--- src/rtl/clock_set_ctrl.sv ---
// Time-set sequencer: produces the 1 Hz count enable in RUN and BCD field writes in edit mode.
// Optional edit inactivity timeout is compiled in when CLKSET_TIMEOUT_EN is defined.
module clock_set_ctrl #(
   parameter int CLK_HZ    = 100_000_000,
   parameter int BLINK_DIV = 25_000_000,
   parameter int TIMEOUT_S = 10
) (
   input  logic       i_clk,
   input  logic       i_reset_n,
   input  logic       i_btn_mode,
   input  logic       i_btn_up,
   input  logic       i_btn_dn,
   input  logic [7:0] i_hh,
   input  logic [7:0] i_mm,
   input  logic [7:0] i_ss,
   input  logic       i_pm,
   output logic       o_ena,
   output logic       o_wr,
   output logic [1:0] o_sel,
   output logic [7:0] o_in,
   output logic [3:0] o_field,
   output logic       o_blink
);

   localparam int DIV_W = (CLK_HZ > 1) ? $clog2(CLK_HZ) : 1;
   localparam int BLK_W = (BLINK_DIV > 1) ? $clog2(BLINK_DIV) : 1;
   localparam logic [DIV_W-1:0] DIV_LAST = DIV_W'(CLK_HZ - 1);
   localparam logic [BLK_W-1:0] BLK_LAST = BLK_W'(BLINK_DIV - 1);

   typedef enum logic [2:0] {
      ST_RUN,
      ST_EDIT_HH,
      ST_EDIT_MM,
      ST_EDIT_SS,
      ST_EDIT_PM
   } state_t;

   state_t           state_q, state_d;
   logic [7:0]       edit_q, edit_d;
   logic [DIV_W-1:0] div_q, div_d;
   logic [BLK_W-1:0] blink_cnt_q, blink_cnt_d;
   logic             blink_q, blink_d;
   logic             ena_q, ena_d;
   logic             wr_q, wr_d;
   logic [1:0]       sel_q, sel_d;
   logic [7:0]       in_q, in_d;
   logic [3:0]       field_q, field_d;
   logic [7:0]       new_val;
   logic             do_up, do_dn;

`ifdef CLKSET_TIMEOUT_EN
   localparam int TO_CYCLES = TIMEOUT_S * CLK_HZ;
   localparam int TO_W = (TO_CYCLES > 1) ? $clog2(TO_CYCLES) : 1;
   localparam logic [TO_W-1:0] TO_LAST = TO_W'(TO_CYCLES - 1);
   logic [TO_W-1:0] to_q, to_d;
`endif

   // Out-of-range captured values snap to the field minimum (up) or maximum (down)
   function automatic logic [7:0] hour_step(input logic [7:0] v, input logic up);
      logic valid;
      logic [7:0] r;
      valid = ((v[7:4] == 4'd0) && (v[3:0] >= 4'd1) && (v[3:0] <= 4'd9)) ||
              ((v[7:4] == 4'd1) && (v[3:0] <= 4'd2));
      r = v;
      if (up) begin
         if (!valid || v == 8'h12)  r = 8'h01;
         else if (v[3:0] == 4'd9)   r = {v[7:4] + 4'd1, 4'd0};
         else                       r = v + 8'd1;
      end else begin
         if (!valid || v == 8'h01)  r = 8'h12;
         else if (v[3:0] == 4'd0)   r = {v[7:4] - 4'd1, 4'd9};
         else                       r = v - 8'd1;
      end
      return r;
   endfunction

   function automatic logic [7:0] sexa_step(input logic [7:0] v, input logic up);
      logic valid;
      logic [7:0] r;
      valid = (v[7:4] <= 4'd5) && (v[3:0] <= 4'd9);
      r = v;
      if (up) begin
         if (!valid || v == 8'h59)  r = 8'h00;
         else if (v[3:0] == 4'd9)   r = {v[7:4] + 4'd1, 4'd0};
         else                       r = v + 8'd1;
      end else begin
         if (!valid || v == 8'h00)  r = 8'h59;
         else if (v[3:0] == 4'd0)   r = {v[7:4] - 4'd1, 4'd9};
         else                       r = v - 8'd1;
      end
      return r;
   endfunction

   always_comb begin
      state_d     = state_q;
      edit_d      = edit_q;
      div_d       = div_q;
      blink_cnt_d = blink_cnt_q;
      blink_d     = blink_q;
      ena_d       = 1'b0;
      wr_d        = 1'b0;
      sel_d       = 2'd0;
      in_d        = 8'h00;
      new_val     = edit_q;
      field_d     = 4'b0000;
      do_up       = i_btn_up & ~i_btn_dn;
      do_dn       = i_btn_dn & ~i_btn_up;
`ifdef CLKSET_TIMEOUT_EN
      to_d        = to_q;
`endif

      if (state_q == ST_RUN) begin
         if (div_q == DIV_LAST) begin
            div_d = '0;
            ena_d = 1'b1;
         end else begin
            div_d = div_q + 1'b1;
         end
`ifdef CLKSET_TIMEOUT_EN
         to_d = '0;
`endif
         if (i_btn_mode) begin
            state_d = ST_EDIT_HH;
            edit_d  = i_hh;
         end
      end else begin
         // Divider parked at zero so the first second after leaving edit is a full period
         div_d = '0;
         if (blink_cnt_q == BLK_LAST) begin
            blink_cnt_d = '0;
            blink_d     = ~blink_q;
         end else begin
            blink_cnt_d = blink_cnt_q + 1'b1;
         end

         if (i_btn_mode) begin
            case (state_q)
               ST_EDIT_HH: begin state_d = ST_EDIT_MM; edit_d = i_mm; end
               ST_EDIT_MM: begin state_d = ST_EDIT_SS; edit_d = i_ss; end
               ST_EDIT_SS: begin state_d = ST_EDIT_PM; edit_d = {7'b0, i_pm}; end
               default:    state_d = ST_RUN;
            endcase
         end else if (do_up || do_dn) begin
            case (state_q)
               ST_EDIT_HH: begin new_val = hour_step(edit_q, do_up); sel_d = 2'd2; end
               ST_EDIT_MM: begin new_val = sexa_step(edit_q, do_up); sel_d = 2'd1; end
               ST_EDIT_SS: begin new_val = sexa_step(edit_q, do_up); sel_d = 2'd0; end
               default:    begin new_val = {7'b0, ~edit_q[0]};       sel_d = 2'd3; end
            endcase
            edit_d = new_val;
            in_d   = new_val;
            wr_d   = 1'b1;
            ena_d  = 1'b1;
         end

`ifdef CLKSET_TIMEOUT_EN
         if (i_btn_mode || i_btn_up || i_btn_dn) begin
            to_d = '0;
         end else if (to_q == TO_LAST) begin
            to_d    = '0;
            state_d = ST_RUN;
         end else begin
            to_d = to_q + 1'b1;
         end
`endif
      end

      if (state_d == ST_RUN) begin
         blink_cnt_d = '0;
         blink_d     = 1'b0;
      end

      case (state_d)
         ST_EDIT_HH: field_d = 4'b0001;
         ST_EDIT_MM: field_d = 4'b0010;
         ST_EDIT_SS: field_d = 4'b0100;
         ST_EDIT_PM: field_d = 4'b1000;
         default:    field_d = 4'b0000;
      endcase
   end

   always_ff @(posedge i_clk or negedge i_reset_n) begin
      if (!i_reset_n) begin
         state_q     <= ST_RUN;
         edit_q      <= 8'h00;
         div_q       <= '0;
         blink_cnt_q <= '0;
         blink_q     <= 1'b0;
         ena_q       <= 1'b0;
         wr_q        <= 1'b0;
         sel_q       <= 2'd0;
         in_q        <= 8'h00;
         field_q     <= 4'b0000;
      end else begin
         state_q     <= state_d;
         edit_q      <= edit_d;
         div_q       <= div_d;
         blink_cnt_q <= blink_cnt_d;
         blink_q     <= blink_d;
         ena_q       <= ena_d;
         wr_q        <= wr_d;
         sel_q       <= sel_d;
         in_q        <= in_d;
         field_q     <= field_d;
      end
   end

`ifdef CLKSET_TIMEOUT_EN
   always_ff @(posedge i_clk or negedge i_reset_n) begin
      if (!i_reset_n) to_q <= '0;
      else            to_q <= to_d;
   end
`endif

   assign o_ena   = ena_q;
   assign o_wr    = wr_q;
   assign o_sel   = sel_q;
   assign o_in    = in_q;
   assign o_field = field_q;
   assign o_blink = blink_q;

endmodule

--- config.mk ---
export PLATFORM = sky130hd
export DESIGN_NAME = clock_set_ctrl
export DESIGN_NICKNAME = d
export VERILOG_FILES = /design/src/rtl/clock_set_ctrl.sv
export SDC_FILE = /design/constraint.sdc
export NUM_CORES = 1
export LEC_CHECK = 0
export CAP_MARGIN = 20
export CORE_ASPECT_RATIO = 1.2
export CORE_UTILIZATION = 59
export CTS_BUF_LIST = sky130_fd_sc_hd__clkbuf_4 sky130_fd_sc_hd__clkbuf_8
export DETAILED_ROUTE_END_ITERATION = 12
export PLACE_DENSITY_LB_ADDON = 0.3
export SYNTH_ARGS = -nofsm -noshare
export SYNTH_HDL_FRONTEND = slang
export SYNTH_SLANG_ARGS = --single-unit
export TNS_END_PERCENT = 5
--- constraint.sdc ---
create_clock -name i_clk -period 2.7 [get_ports i_clk]
set_input_delay 0.27 -clock i_clk [delete_from_list [all_inputs] [get_ports i_clk]]
set_output_delay 0.27 -clock i_clk [all_outputs]
set_load 0.01 [all_outputs]
==> metrics.md <==
| Metric | Value |
|---|---|
| Outcome | complete, no violations |
| DR WL/cell | 17.0 um |
| Post-synthesis average cell area | 8.89 um^2 |
| Reg2Reg Launch Point | edit_q[4] |
| HP Class | in2async |
| Skew-Pair Late Insertion Delay | 0.35 ns |
| Reg area | 0.00200 mm^2 |
| Initial Util | between 60% and 70% |
| Synth area leaders | dfrtp_1 (43%), xor2_1 (6.4%), nor2_1 (6.4%), nand2_1 (3.6%), o21ai_0 (3.0%) |
| Post-synth EDFFs | 0 |
| Setup Crit Path Kind | reg2reg |
| Antenna violations before repair | 0 |
| Final period util | 94.9% |
| PD cells | approximately 850 mW/mm^2 |
| Nets@finish | about 610 |
| Multi-input logic area | 0.00247 mm^2 |
| GP Congestion | 0.871 |
| Transition time of the tightest slew-check pin | 0.766 ns |
| Post-DP Area | approximately 0.0052 mm^2 |
| Syn Nets | roughly 560 |
| Slowest cell delay on critical path | roughly 0.51 ns |
| Endpoints failing hold | 0 |
| Area share of the largest cell type after synthesis | 43.2% |
| CTS tree | built |
| Max Buffers Root-to-Sink | 2 |
| Routed vias/inst | 6.10 |
| CP arrival | 2.82 ns |
| R2R depth | 8 |
| FF-to-FF setup slack | 0.14 ns |
| Ys async rst share | 100% |
| # clock sinks | 80 |
| Fill cells | 574 |
| Post-DP HPWL | 8.35 mm |
| Post-synthesis cell area | 0.00464 mm^2 |
| Worst path cell trace | inv_1, ha_2, or3b_2, a211oi_2, o21ai_2, a21boi_4, a22oi_2, a221oi_2 |
| Primary FF master, synth | dfrtp_1 |
| Grt ovf | 0 |
| Post-Route WL | 11.4 mm |
| Post-route DRC | 0 |
| Final Critical Period | 2.56 ns |
| Vias post-DR | 4087 |
| Die footprint | 0.00822 mm^2 |
| Cts bufs inserted | 9 |
| Total GRT Usage | 29.1% |
| Distinct cells, synth | 65 |
| Clock skew | approximately 0.012 ns |
| Root Driver | clkbuf_8 |
| CP Launch Type | flop |
| Cell taking the most area after synthesis | dfrtp_1 |
| Synth Instances | 522 |
| Area grow syn2layout | 17.5% |
| Number of detailed-route iterations in the first pass | 5 |
| Slew headroom | around half |
| Post-route cell area | 0.00545 mm^2 |
| Reg clk slew, reported paths | 0.09 ns |
| Vias in the first global route | 4034 |
| Die W | 82.9 um |
| Seq cells post-synth | 80 |
| H-Tree Level Count | 3 |
| Min Hold Slack | 0.322 ns |
| Row count | 35 |
| Largest net degree at the start of global routing | 81 |
| Core Area | 0.00766 mm^2 |
| Pleak | 2.31 nW |
| RSZ-0062 raised after global routing | no |
| Sequential cell area fraction in the yosys report | roughly 43% |
| Die Span Y | 99.1 um |
| Reg-to-Reg End | edit_q[7] |
| Fin util | a little over 70% |
| WP data required | 2.96 ns |
| Sum Neg Setup Slack | 0 ns |
| Max-cap viol count | 0 |
| Final setup vio count | 0 |
| Fin. max-slew vios | 0 |
| Synthesis Warnings | 0 |
| First-pass GRT wire length | 19.1 mm |
| Top-count cell post-synth | dfrtp_1 |
| Port Buffers | 46 |
| I/O pin count | 47 |
| Setup Buffers After CTS | 0 |
| Antenna viol nets, final | 0 |
| Max stage delay cell, worst path | or3b_2 |
| Worst Path Max Fanout | 6 |
| Share of layout cells above drive strength 1 | 10.9% |
| Critical Path End Type | flop |
| Ant diodes | 0 |
| Fmax | 390 MHz |
| Drt initial violations | approximately 320 |
| Max VDD drop | just under 0.0006 V |
| Most instantiated cells after synthesis | dfrtp_1 (80), nor2_1 (79), nand2_1 (44) |
## cells by family after synthesis
logic type	count (synthesis)	share of synthesized area [%]
and+or+nand+nor	241	26.1
AOI/OAI and AO/OA	105	15.4
DFF	80	43.2
xor gates and xnor gates	50	9.44
buffers and inverters	37	3.53
adders and majority gates	6	1.62
muxes	3	0.674
## layer usage
metal,track usage (%),part of all wire (%),up-vias
li1,-,-,1920
met2,49.4,50,133
met5,0,0,-
met3,4.23,5.0,28
met4,12.1,2.9,0
met1,37.6,42,2006
## placed cells by master (no fill, tap or decap), drive strengths merged, types with 3 or more instances in the layout
cell / instances
dfrtp: 80
nor2: 80
clkdlybuf4s50: 45
nand2: 44
xor2: 34
o21ai: 31
nand3: 26
a21oi: 23
buf: 20
nor3: 18
xnor2: 16
inv: 14
and3: 13
nor2b: 10
nand4: 10
clkbuf: 10
o21a: 9
nand2b: 8
o22ai: 7
and2: 7
o31ai: 6
nor4: 6
ha: 6
or2: 4
or4: 3
or3: 3
a221oi: 3
and4: 3
a211o: 3
a211oi: 3
a22oi: 3
or4b: 3
## power by group
part           internal (mW)  leakage, nW  switching (mW)
Clock                  0.371       0.0912           0.472
Sequential              1.38         1.08           0.294
Combinational          0.895         1.14            1.22
## metrics by stage
| stage | setup WS [ns] | instances | power (mW) |
|---|---|---|---|
| detailed placement | 0.187 | 652 | 3.75 |
| floorplan | 0.399 | 522 | 3.07 |
| global placement | 0.267 | 652 | 3.70 |
| finish | 0.138 | 670 | 4.63 |
| CTS | 0.136 | 668 | 4.60 |
| global route | 0.00733 | 670 | 4.92 |
## critical path: cells and delay by family (launching register included)
family / cells / cell delay (ns)
buffers and inverters: 1 / 0.18
adder cells (fa/ha/maj): 1 / 0.26
AND/OR/NAND/NOR: 1 / 0.51
AO/OA/AOI/OAI: 5 / 1.06
flip-flops: 1 / 0.45
## layout make-up
type | instances | share of cell area, %
clock buffers | 10 | 2.53
clock inverters | 6 | 0.895
well taps | 92 | 2.11
multi-input cells | 405 | 45.4
repair buffers | 66 | 11.6
inverters | 11 | 0.758
flip-flops and latches | 80 | 36.7
## state kept, by name, summed over array words and instances, names as in the netlist
register,cells
o_in,8
state_q,3
o_wr,1
o_ena,1
blink_cnt_q,25
o_field,4
o_blink,1
div_q,27
edit_q,8
o_sel,2
## how the worst max path moves through the flow
stage,startpoint,endpoint,slack (ns),cells after the start
3_3_place_gp,edit_q[4],edit_q[7],0.27,8
2_1_floorplan,edit_q[4],edit_q[7],0.40,8
6_report,edit_q[4],edit_q[7],0.14,8
5_1_grt,edit_q[5],edit_q[7],0.007,8
3_5_place_dp,edit_q[4],edit_q[7],0.19,8
4_1_cts,edit_q[4],edit_q[7],0.14,8
## what timing repair did
item	in CTS	in global routing
setup endpoints to repair	0	3
endpoints found under the hold margin	0	15
gates resized for setup	0	1
hold buffers	0	1
(Power assumes the default switching activity.)
